[src/rtl/mult_seq_engine.sv]
// mult_seq_engine: sequential radix-2 shift-add multiplier.
//
// One multiplier bit is consumed per clock. Start_i is accepted in IDLE or
// DONE. Done_o pulses DATA_WIDTH+1 cycles after the accepting edge, whatever
// the operand values.
//
// Optional feature: define MULT_SIGNED_EN to add the Signed_i port and
// two's-complement support (operands become magnitudes, the product is
// negated when the operand signs differ). Without it, all operations are
// unsigned and Signed_i does not exist.
//
// Handshake: Start_i is a level request. It is accepted on any rising edge
// where the engine is not in RUN and WB_RST is low. A Start_i seen in RUN is
// dropped, and Drop_o pulses for that cycle. Start_i has no effect during reset.
//
// Ports:
//   WB_CLK    in   clock; all logic is on its rising edge
//   WB_RST    in   synchronous active-high reset
//   Start_i   in   multiply request
//   A_i       in   multiplicand, sampled on acceptance
//   B_i       in   multiplier, sampled on acceptance
//   Signed_i  in   two's-complement select (MULT_SIGNED_EN builds only)
//   Busy_o    out  high while iterating (state == RUN)
//   Done_o    out  one-cycle pulse when C_o takes a new product
//   Valid_o   out  sticky result-valid flag
//   Drop_o    out  one-cycle pulse when Start_i is ignored
//   C_o       out  2*DATA_WIDTH product, held until the next Done_o
//   state_dbg out  current FSM state (0 IDLE, 1 RUN, 2 DONE)
module mult_seq_engine #(
    parameter int DATA_WIDTH = 32,
    parameter int CNT_WIDTH  = 6
) (
    input  logic                    WB_CLK,
    input  logic                    WB_RST,
    input  logic                    Start_i,
    input  logic [DATA_WIDTH-1:0]   A_i,
    input  logic [DATA_WIDTH-1:0]   B_i,
`ifdef MULT_SIGNED_EN
    input  logic                    Signed_i,
`endif
    output logic                    Busy_o,
    output logic                    Done_o,
    output logic                    Valid_o,
    output logic                    Drop_o,
    output logic [2*DATA_WIDTH-1:0] C_o,
    output logic [1:0]              state_dbg
);

    typedef enum logic [1:0] {
        IDLE = 2'd0,
        RUN  = 2'd1,
        DONE = 2'd2
    } state_t;

    state_t                  state;
    logic [DATA_WIDTH:0]     acc;     // extra top bit catches the add carry
    logic [DATA_WIDTH-1:0]   mq;      // multiplier; product low half shifts in
    logic [DATA_WIDTH-1:0]   mcand;
    logic [CNT_WIDTH-1:0]    cnt;

    logic [DATA_WIDTH-1:0]   a_mag;
    logic [DATA_WIDTH-1:0]   b_mag;
    logic [DATA_WIDTH:0]     sum;
    logic [2*DATA_WIDTH-1:0] prod;
    logic [2*DATA_WIDTH-1:0] result;

`ifdef MULT_SIGNED_EN
    logic neg;  // operand signs differed; negate on completion
    logic a_neg;
    logic b_neg;

    always_comb begin
        a_neg  = Signed_i & A_i[DATA_WIDTH-1];
        b_neg  = Signed_i & B_i[DATA_WIDTH-1];
        // The most negative value maps to itself, which is its correct
        // unsigned magnitude.
        a_mag  = a_neg ? (~A_i + 1'b1) : A_i;
        b_mag  = b_neg ? (~B_i + 1'b1) : B_i;
        prod   = {acc[DATA_WIDTH-1:0], mq};
        result = neg ? (~prod + 1'b1) : prod;
    end
`else
    always_comb begin
        a_mag  = A_i;
        b_mag  = B_i;
        prod   = {acc[DATA_WIDTH-1:0], mq};
        result = prod;
    end
`endif

    // acc[DATA_WIDTH] is always 0 here because the previous shift cleared it.
    // The add therefore never loses its carry.
    always_comb begin
        sum = acc + {1'b0, (mq[0] ? mcand : {DATA_WIDTH{1'b0}})};
    end

    assign state_dbg = state;

    always_ff @(posedge WB_CLK) begin
        if (WB_RST) begin
            state   <= IDLE;
            acc     <= '0;
            mq      <= '0;
            mcand   <= '0;
            cnt     <= '0;
            C_o     <= '0;
            Busy_o  <= 1'b0;
            Done_o  <= 1'b0;
            Valid_o <= 1'b0;
            Drop_o  <= 1'b0;
`ifdef MULT_SIGNED_EN
            neg     <= 1'b0;
`endif
        end else begin
            Done_o <= 1'b0;
            Drop_o <= 1'b0;
            case (state)
                IDLE, DONE: begin
                    if (Start_i) begin
                        mcand   <= a_mag;
                        mq      <= b_mag;
                        acc     <= '0;
                        cnt     <= CNT_WIDTH'(DATA_WIDTH);
                        Valid_o <= 1'b0;
                        Busy_o  <= 1'b1;
                        state   <= RUN;
`ifdef MULT_SIGNED_EN
                        neg     <= a_neg ^ b_neg;
`endif
                    end else begin
                        state <= IDLE;
                    end
                end
                RUN: begin
                    if (Start_i) begin
                        Drop_o <= 1'b1;
                    end
                    if (cnt != '0) begin
                        // Shift the {acc, mq} pair right by one bit.
                        // The sum's LSB becomes the next product bit.
                        acc <= {1'b0, sum[DATA_WIDTH:1]};
                        mq  <= {sum[0], mq[DATA_WIDTH-1:1]};
                        cnt <= cnt - CNT_WIDTH'(1);
                    end else begin
                        // The counter hit zero on the previous edge. This extra
                        // cycle gives a fixed DATA_WIDTH+1 latency.
                        C_o     <= result;
                        Done_o  <= 1'b1;
                        Valid_o <= 1'b1;
                        Busy_o  <= 1'b0;
                        state   <= DONE;
                    end
                end
                default: state <= IDLE;
            endcase
        end
    end

endmodule

[config.mk]
export PLATFORM = sky130hd
export DESIGN_NAME = mult_seq_engine
export DESIGN_NICKNAME = d
export VERILOG_FILES = /design/src/rtl/mult_seq_engine.sv
export SDC_FILE = /design/constraint.sdc
export NUM_CORES = 1
export LEC_CHECK = 0
export CAP_MARGIN = 20
export CORE_UTILIZATION = 30
export DETAILED_ROUTE_END_ITERATION = 8
export PLACE_DENSITY = 0.56
export SLEW_MARGIN = 20
export SYNTH_ARGS = -nofsm -noshare
export SYNTH_HDL_FRONTEND = slang
export SYNTH_SLANG_ARGS = --single-unit
[constraint.sdc]
create_clock -name WB_CLK -period 3.9 [get_ports WB_CLK]
set_clock_uncertainty 0.2 [all_clocks]
set_input_delay 1.17 -clock WB_CLK [delete_from_list [all_inputs] [get_ports WB_CLK]]
set_output_delay 1.17 -clock WB_CLK [all_outputs]
set_load 0.02 [all_outputs]
==> results.md, run 1 <==
* Layout Nets at 1218
* Ys flop type: dfxtp_1
* Yosys top cell by area: dfxtp_1
* CTS resizes at 0
* Met1 Use GR at 21.7%
* Clock Latency Late Sink at approximately 0.43 ns
* Fillers at 2727
* Hold Crit Class: reg2reg
* IO Pins at ~140
* Worst reg2reg setup slack at 0.67 ns
* Mean Syn Cell Area at 7.83 um^2
* Worst path cell trace: buf_4 -> nand2_1 -> fa_1 -> and2b_1 -> o2111ai_2 -> a2111oi_4 -> nor2_2 -> o21ai_0 -> a31oi_1 -> xor2_1 -> o21ai_0
* Layout area overhead at 27.7%
* Initial DRT Pass Iterations at 5
* Clk network pwr share at 39.1%
* Worst-path clk slew at 0.07 ns
* Setup bufs post-CTS at 0
* FF-to-FF End: acc[17]$_SDFFE_PP0P_
* Crit Path Class: reg2reg
* Fin crit period at between 3 and 4 ns
* Std-Cell Core Area at between 20000 and 30000 um^2
* Die X at approximately 160 um
* Fin crit share at 82.9%
* Met2 Usage GRT at between 20% and 30%
* Max-cap viol count at 0
* Antenna cell count at 0
* Post-Synthesis Cell Area at 7960 um^2
* Startpoint Class: flip-flop
* Global route overflow at 0
* Die H at about 160 um
* Commonest cells post-synth: nand2_1 (275), a21oi_1 (177), dfxtp_1 (172)
* Final core occ at around two fifths
* Dpl ws at ~0.65 ns
* Yosys reg bits at ~170
* Clock Path Buffers at 2
* CP most frequent cell: o21ai_0
* DRT iter0 DRCs at 365
* Hold_ws at around 0.25 ns
* Final WL at around 22 mm
* Routability cong. at approximately 0.86
* Hold Fails Final Rpt at 0
* Rows at between 50 and 60
* Async SR Flop Fraction at 0%
* Worst Setup SP: mq[0]$_SDFFE_PP0P_
* Synth area leaders: dfxtp_1 (43%), nand2_1 (13%), a21oi_1 (11%)
* I/O Buffers at roughly 140
* CP max stage cell: fa_1
* Inserted Clock Buffers at 17
* Sw Share at about 29%
* Met3 usage at ~4.7%
* Worst Path Required at between 4 and 5 ns
* Final setup viols at 0
* Number of synthesized flops with an enable pin at 0
* Syn nets at ~1100
* Share of layout cells above drive strength 1 at under 10%
* P_leak at 3.72 nW
* RSZ-0062 raised after global routing: false
* Register area share after synthesis at a little over two fifths
* Worst path arrival time at roughly 3.4 ns
* Setup TNS at 0 ns
* Setup crit end kind: flip-flop
* Most frequent cell after synthesis: nand2_1
* Outcome: completed
* Die area at ~27000 um^2
* Peak supply drop at 0.181 mV
* CP endpoint: acc[17]$_SDFFE_PP0P_
* Vias per inst at just under 5
* Crit-path max cell delay at between 0.4 and 0.5 ns
* Final Max Tran Viols at 0
* Initial antenna violation count at 1
* Clock Tree Root: clkbuf_16
* Reg-to-reg critical path startpoint: mq[0]$_SDFFE_PP0P_
* Yosys warning count at 0
* Starting density of the core at roughly 31%
* Worst Path Max Fanout at 33
* Post-Synthesis Cells at about 1000
* Max Freq at 309 MHz
* GRT Total Usage at ~17%
* Vias in the first global route at between 7000 and 8000
* Least-Margin Pin Slew at between 0.9 and 1 ns
* Hpwl dp at about 15 mm
* Largest net degree at the start of global routing at 85
* Wirelength per Cell at 15.2 um
* Final antenna-violating net count at 0
* DRC viols at 0
* Global-route wire length before repair at ~36 mm
* Pwr dens at between 400 and 500 nW/um^2
* Fin worst setup slack at about 0.67 ns
* Clk sinks at around 170
* Combinational power share at 14.8%
* Post-synth top area share at 43.3%
* GRT Max-Usage Layer: met2
* Yosys cell types at 53
* Flop pwr share at between 40% and 50%
* Post-CTS Hold Buffers at 0
* FF-to-FF path depth at 11
* Psw at 1.20 mW
* Number of H-tree levels at 4
* DR vias at between 7000 and 8000
* Power Internal at 2.91 mW
* Headroom to the max-slew limit at a little over a third
* CTS tree: yes
[registers in the layout, summed over array words and instances (netlist names)]
name and flops:
Busy_o 1, Done_o 1, mcand 32, state_dbg 2
mq 32, C_o 64, cnt 6, Drop_o 1
Valid_o 1, acc 32
[placed cells by master (no fill, tap or decap), types with 17 or more instances in the layout]
master and n:
xnor2_1 19, a21oi_1 177, o21ai_0 29, nor2_1 31, nand2_1 274, a22oi_1 33, dfxtp_1 172, nand3_1 17
clkbuf_16 17, ha_1 34, clkdlybuf4s50_1 135, and2_1 33
[worst max-delay path, delay by kind of cell (launching register included)]
family,cells,cell delay (ns)
AO/OA/AOI/OAI,5,1.23
AND/OR/NAND/NOR,3,0.53
adder cells (fa/ha/maj),1,0.42
flip-flops,1,0.32
buffers and inverters,1,0.28
XOR/XNOR,1,0.15
[cell type report]
cell class              count  area (um^2)  share of cell area, %
inverters                  11         41.3                  0.406
flip-flops and latches    172         3440                   33.9
clock inverters            12         88.8                  0.874
clock buffers              20          457                   4.49
multi-input cells         765         4250                   41.8
repair buffers            149         1470                   14.5
well taps                 335          419                   4.12
[cell families (layout without fill, tap and decap cells)]
| kind of cell | after synthesis | count (layout) | share of synthesized area, % |
|---|---|---|---|
| buf+inv | 79 | 192 | 3.80 |
| fa+ha+maj | 35 | 35 | 5.60 |
| xor+xnor | 31 | 31 | 3.41 |
| flops | 172 | 172 | 43.3 |
| simple gates | 402 | 402 | 21.6 |
| mux | 1 | 1 | 0.126 |
| compound gates | 296 | 296 | 22.2 |
[power by group through the flow]
stage / combinational [mW] / clock (mW) / sequential (mW)
3_3_place_gp: 0.617 / 0 / 1.94
2_1_floorplan: 0.348 / 0 / 1.94
5_1_grt: 0.680 / 1.72 / 1.91
3_5_place_dp: 0.620 / 0 / 1.94
6_report: 0.608 / 1.61 / 1.90
4_1_cts: 0.622 / 1.66 / 1.90
[per-stage QoR]
step / std cells / cell area [um^2] / power, mW
after floorplan: 1016 / 7960 / 2.29
after global placement: 1432 / 9620 / 2.55
after detailed placement: 1432 / 9620 / 2.56
after CTS: 1464 / 10200 / 4.18
after global routing: 1464 / 10200 / 4.31
final: 1464 / 10200 / 4.11
[worst min path at each step]
stage | end | cells past startpoint | start
finish | mcand[30]$_SDFFE_PP0P_ | 2 | mcand[30]$_SDFFE_PP0P_
global route | C_o[6]$_SDFFE_PP0P_ | 2 | C_o[6]$_SDFFE_PP0P_
CTS | mcand[23]$_SDFFE_PP0P_ | 2 | mcand[23]$_SDFFE_PP0P_
detailed placement | Valid_o$_SDFFE_PP0P_ | 1 | Valid_o$_SDFFE_PP0P_
global placement | C_o[26]$_SDFFE_PP0P_ | 2 | C_o[26]$_SDFFE_PP0P_
floorplan | mcand[0]$_SDFFE_PP0P_ | 2 | mcand[0]$_SDFFE_PP0P_
[metal layers]
metal / share of wire (%) / up-vias
li1: - / 3683
met1: 47 / 3346
met2: 45 / 178
met3: 6.3 / 20
met4: 1.3 / 0
met5: 0 / -
No activity file was read; power rests on OpenSTA's default activity.
==> run 2, diff against run 1 <==
==> constraint.sdc (replaced) <==
create_clock -name WB_CLK -period 3.2 [get_ports WB_CLK]
set_clock_uncertainty 0.2 [all_clocks]
set_input_delay 0.96 -clock WB_CLK [delete_from_list [all_inputs] [get_ports WB_CLK]]
set_output_delay 0.96 -clock WB_CLK [all_outputs]
set_load 0.02 [all_outputs]
==> results.md, run 2 (synthesis results as in run 1) <==
* DP Area at 9860 um^2
* Met2 Usage GRT at approximately 29%
* Hold Fails Final Rpt at 0
* IO Pins at ~140
* Crit Path Class: reg2reg
* P_leak at around 4 nW
* Global-route wire length before repair at roughly 37 mm
* Wirelength per Cell at roughly 16 um
* DR vias at between 7000 and 8000
* CTS tree: yes
* Routability cong. at 0.856
* GRT Max-Usage Layer: met2
* Worst-path clk slew at ~0.070 ns
* Commonest cells after routing, fill and taps aside: nand2_1 (274), a21oi_1 (176), dfxtp_1 (172), clkdlybuf4s50_1 (135), buf_4 (40)
* CTS resizes at 0
* Fin worst setup slack at 0.214 ns
* Inserted Clock Buffers at 17
* Layout area overhead at 31.5%
* Pwr dens at 489 nW/um^2
* Initial DRT Pass Iterations at 4
* Clock Path Buffers at 2
* Largest reg by FF count: C_o
* Final setup viols at 0
* Headroom to the max-slew limit at 42.4%
* Hpwl dp at roughly 16 mm
* Fillers at roughly 2700
* Final antenna-violating net count at 0
* Largest net degree at the start of global routing at 81
* Initial antenna violation count at 0
* Fin crit share at between 90 and 100%
* Vias in the first global route at about 7100
* Outcome: completed
* Setup TNS at 0 ns
* Final Max Tran Viols at 0
* Largest register FFs at 64
* Worst Path Required at between 3 and 4 ns
* Hold Crit Class: reg2reg
* DRC viols at 0
* Max Freq at approximately 330 MHz
* RSZ-0062 raised after global routing: false
* Layout Nets at 1247
* Hold_ws at ~0.25 ns
* Clock Tree Root: clkbuf_16
* Peak supply drop at between 0.2 and 0.3 mV
* Fin crit period at 2.99 ns
* Die area at approximately 27000 um^2
* Worst Path Max Fanout at 11
* Most common cell after layout, fill and taps aside: nand2_1
* Antenna cell count at 0
* Setup bufs post-CTS at 0
* Clk sinks at ~170
* Least-Margin Pin Slew at between 0.8 and 0.9 ns
* Share of layout cells above drive strength 1 at under 10%
* Std-Cell Core Area at 26100 um^2
* Met1 Use GR at ~22%
* Setup crit end kind: flip-flop
* Vias per inst at roughly 5
* Clock Latency Late Sink at 0.43 ns
* Global route overflow at 0
* Worst path arrival time at slightly above 3 ns
* Number of H-tree levels at 4
* Dpl ws at around 0.12 ns
* GRT Total Usage at between 10% and 20%
* I/O Buffers at approximately 140
* Final instance area at approximately 10000 um^2
* Total power at between 5 and 6 mW
* Rows at between 50 and 60
* Starting density of the core at between 30% and 40%
* Die H at approximately 160 um
* Met3 usage at 5.10%
* DRT iter0 DRCs at between 300 and 400
* Post-CTS Hold Buffers at 0
* Startpoint Class: flip-flop
* Max-cap viol count at 0
* Final WL at about 23 mm
* Die X at 165 um
==> run 2: changes by cell type in the layout (fill, tap and decap cells not counted), sizes merged <==
cell      before  now
bufinv         0    1
buf           14   43
clkinvlp       4    2
inv           14   13
clkinv         5    7
==> run 2: per-layer routing <==
metal  up-vias  wire length [um]
met5         -                 0
met4         0               353
met3        25              1650
met2       184             10600
met1      3466             10600
li1       3744                 -
==> run 2: final cells by class <==
cell class	count	area, um^2	area share [%]
clock buffers	20	457	4.36
clock inverters	12	113	1.08
inverters	11	41.3	0.395
multi-input cells	765	4280	40.9
flip-flops and latches	172	3440	32.9
well taps	335	419	4.01
repair buffers	178	1710	16.4
==> run 2: per-stage QoR <==
| stage | util [%] | cells |
|---|---|---|
| after global routing | 40.2 | 1493 |
| after CTS | 40.0 | 1493 |
| after global placement | 37.8 | 1461 |
| final | 40.2 | 1493 |
| after floorplan | - | 1016 |
| after detailed placement | 37.8 | 1461 |
==> run 2: final timing paths <==
kind	start	endpoint	slack (ns)	depth (start not counted)
min reg2reg	mcand[26]$_SDFFE_PP0P_	mcand[26]$_SDFFE_PP0P_	0.25	2
min	mcand[26]$_SDFFE_PP0P_	mcand[26]$_SDFFE_PP0P_	0.25	2
max reg2reg	mq[0]$_SDFFE_PP0P_	acc[22]$_SDFFE_PP0P_	0.21	12
max	mq[0]$_SDFFE_PP0P_	acc[22]$_SDFFE_PP0P_	0.21	12
==> run 2: power breakdown <==
group / switching (mW) / leakage [nW] / internal, mW
registers: 0.0695 / 1.40 / 2.24
logic: 0.491 / 2.24 / 0.286
clock network: 0.910 / 0.277 / 1.12
==> run 2: critical path: stages, from the launching register on <==
cell and delay [ns]:
dfxtp_1 0.32, buf_4 0.17, and2_1 0.16, ha_1 0.28, a21o_1 0.19, a31oi_2 0.20
a31oi_1 0.15, o21ai_2 0.23, a2111oi_2 0.09, buf_4 0.15, or3_2 0.49, xnor2_1 0.14
o21ai_0 0.08
==> run 3, diff against run 2 <==
--- a/config.mk
+++ b/config.mk
@@ -6,6 +6,7 @@
 export NUM_CORES = 1
 export LEC_CHECK = 0
 export CAP_MARGIN = 20
+export CORE_MARGIN = 1.5
 export CORE_UTILIZATION = 30
 export DETAILED_ROUTE_END_ITERATION = 8
 export PLACE_DENSITY = 0.56
==> results.md, run 3 (synthesis results as in run 1) <==
* Initial DRT Pass Iterations at 5
* Clock Tree Root: clkbuf_16
* Reg-to-reg critical path startpoint: mq[0]$_SDFFE_PP0P_
* Combinational power share at 15.1%
* CP max stage cell: or3_2
* Largest net degree at the start of global routing at 56
* Worst path cell trace: buf_4 -> and2_1 -> ha_1 -> a21oi_1 -> o21bai_1 -> a21o_1 -> o21ai_1 -> a2111oi_2 -> or3_2 -> xnor2_1 -> o21ai_0
* DRC viols at 0
* Starting density of the core at 30.5%
* Layout Nets at 1234
* Wirelength per Cell at ~15 um
* Global-route wire length before repair at between 30 and 40 mm
* Final Max Tran Viols at 0
* WP depth at 11
* Largest reg by FF count: C_o
* Psw at between 1 and 1.5 mW
* Hold Fails Final Rpt at 0
* Clock Latency Late Sink at between 0.4 and 0.5 ns
* Hpwl dp at approximately 16 mm
* Most common cell after layout, fill and taps aside: nand2_1
* Headroom to the max-slew limit at between 50% and 60%
* Antenna cell count at 0
* Final core occ at between 30% and 40%
* P_leak at between 3 and 4 nW
* Routability cong. at about 0.89
* Placed insts at 1447
* Outcome: completed
* Layout area overhead at 29.9%
* Peak supply drop at around 0.31 mV
* Worst Setup SP: mq[0]$_SDFFE_PP0P_
* Clock Path Buffers at 2
* Fin crit share at a little over nine tenths
* Die X at roughly 170 um
* DR vias at about 7300
* Crit-path leading delay family: compound AO/OA/AOI/OAI gates
* Hold Crit Class: reg2reg
* DRT iter0 DRCs at 388
* RSZ-0062 raised after global routing: false
* Inserted Clock Buffers at 17
* Worst Path Max Fanout at 7
* CP endpoint: acc[22]$_SDFFE_PP0P_
* Initial antenna violation count at 0
* Fin cells at approximately 1500
* GRT Total Usage at between 15 and 20%
* Worst reg2reg setup slack at roughly 0.16 ns
* Fin worst setup slack at 0.164 ns
* FF-to-FF End: acc[22]$_SDFFE_PP0P_
* Final antenna-violating net count at 0
* CP bufs+invs at 1
* Std-Cell Core Area at between 20000 and 30000 um^2
* Max-cap viol count at 0
* FF-to-FF path depth at 11
* Fillers at 2692
* Global route overflow at 0
* Largest register FFs at 64
* Die area at approximately 28000 um^2
* Vias per inst at 4.94
* Crit-path max cell delay at 0.51 ns
* Share of layout cells above drive strength 1 at under 10%
* Flop pwr share at around 45%
* Number of H-tree levels at 4
* Dpl ws at 0.0705 ns
* Fin crit period at just over 3 ns
* Worst-path clk slew at roughly 0.07 ns
* CTS tree: yes
* Power Internal at approximately 3.7 mW
* Worst path arrival time at between 3 and 4 ns
* I/O Buffers at roughly 140
* Setup crit end kind: flip-flop
* IO Pins at between 100 and 150
* Commonest cells after routing, fill and taps aside: nand2_1 (274), a21oi_1 (177), dfxtp_1 (171), clkdlybuf4s50_1 (135), ha_1 (34)
* Worst Path Required at ~3.3 ns
* Final setup viols at 0
* Post-CTS Hold Buffers at 0
* Die H at around 170 um
* Clk sinks at around 170
* Clk network pwr share at between 30% and 40%
* Least-Margin Pin Slew at 0.743 ns
* Crit Path Class: reg2reg
* Sw Share at around 28%
* Rows at 59
* Vias in the first global route at 7148
* Final WL at roughly 23 mm
* Pwr dens at roughly 500 nW/um^2
* Max Freq at approximately 330 MHz
* Total power at between 5 and 6 mW
* Setup TNS at 0 ns
* Startpoint Class: flip-flop
-- run 3: power by group through the flow --
stage	combinational, mW	sequential, mW	clock (mW)
floorplan	0.424	2.37	0
global placement	0.777	2.36	0
detailed placement	0.785	2.36	0
CTS	0.788	2.31	2.10
global route	0.858	2.33	2.20
finish	0.774	2.31	2.04
-- run 3: area by class of cell --
type / count / area, um^2 / share of cell area (%)
multi-input cells: 765 / 4250 / 41.1
flip-flops and latches: 172 / 3440 / 33.3
repair buffers: 165 / 1620 / 15.6
clock buffers: 22 / 454 / 4.39
well taps: 335 / 419 / 4.05
clock inverters: 10 / 113 / 1.09
inverters: 11 / 41.3 / 0.399
-- run 3: tightest hold or removal path, cell delays in order, from the launching register on --
cell and delay [ns]:
dfxtp_1 0.31, nand2_1 0.05, a21oi_1 0.05
-- run 3: layer usage --
| metal | GRT usage, % | vias up | wire [um] |
|---|---|---|---|
| met5 | 0 | - | 0 |
| met3 | 5.43 | 11 | 1570 |
| met1 | 21.3 | 3406 | 10700 |
| met4 | 3.76 | 0 | 161 |
| met2 | 26.5 | 180 | 10400 |
| li1 | - | 3715 | - |
-- run 3: through the flow --
step	hold WS [ns]	cell area [um^2]
floorplan	0.232	7960
global route	0.264	10300
finish	0.249	10300
CTS	0.252	10300
global placement	0.239	9760
detailed placement	0.243	9760
-- run 3: timing repair --
action,4_1_cts,5_1_grt
gates resized for setup,0,3
setup buffers,0,1
setup endpoints to repair,0,8
-- run 3: worst min-delay path by stage --
stage	from	slack, ns	to	cells after the start
2_1_floorplan	mcand[0]$_SDFFE_PP0P_	0.23	mcand[0]$_SDFFE_PP0P_	2
3_3_place_gp	Valid_o$_SDFFE_PP0P_	0.24	Valid_o$_SDFFE_PP0P_	1
3_5_place_dp	mcand[27]$_SDFFE_PP0P_	0.24	mcand[27]$_SDFFE_PP0P_	2
4_1_cts	mcand[27]$_SDFFE_PP0P_	0.25	mcand[27]$_SDFFE_PP0P_	2
5_1_grt	mcand[27]$_SDFFE_PP0P_	0.26	mcand[27]$_SDFFE_PP0P_	2
6_report	mcand[25]$_SDFFE_PP0P_	0.25	mcand[25]$_SDFFE_PP0P_	2
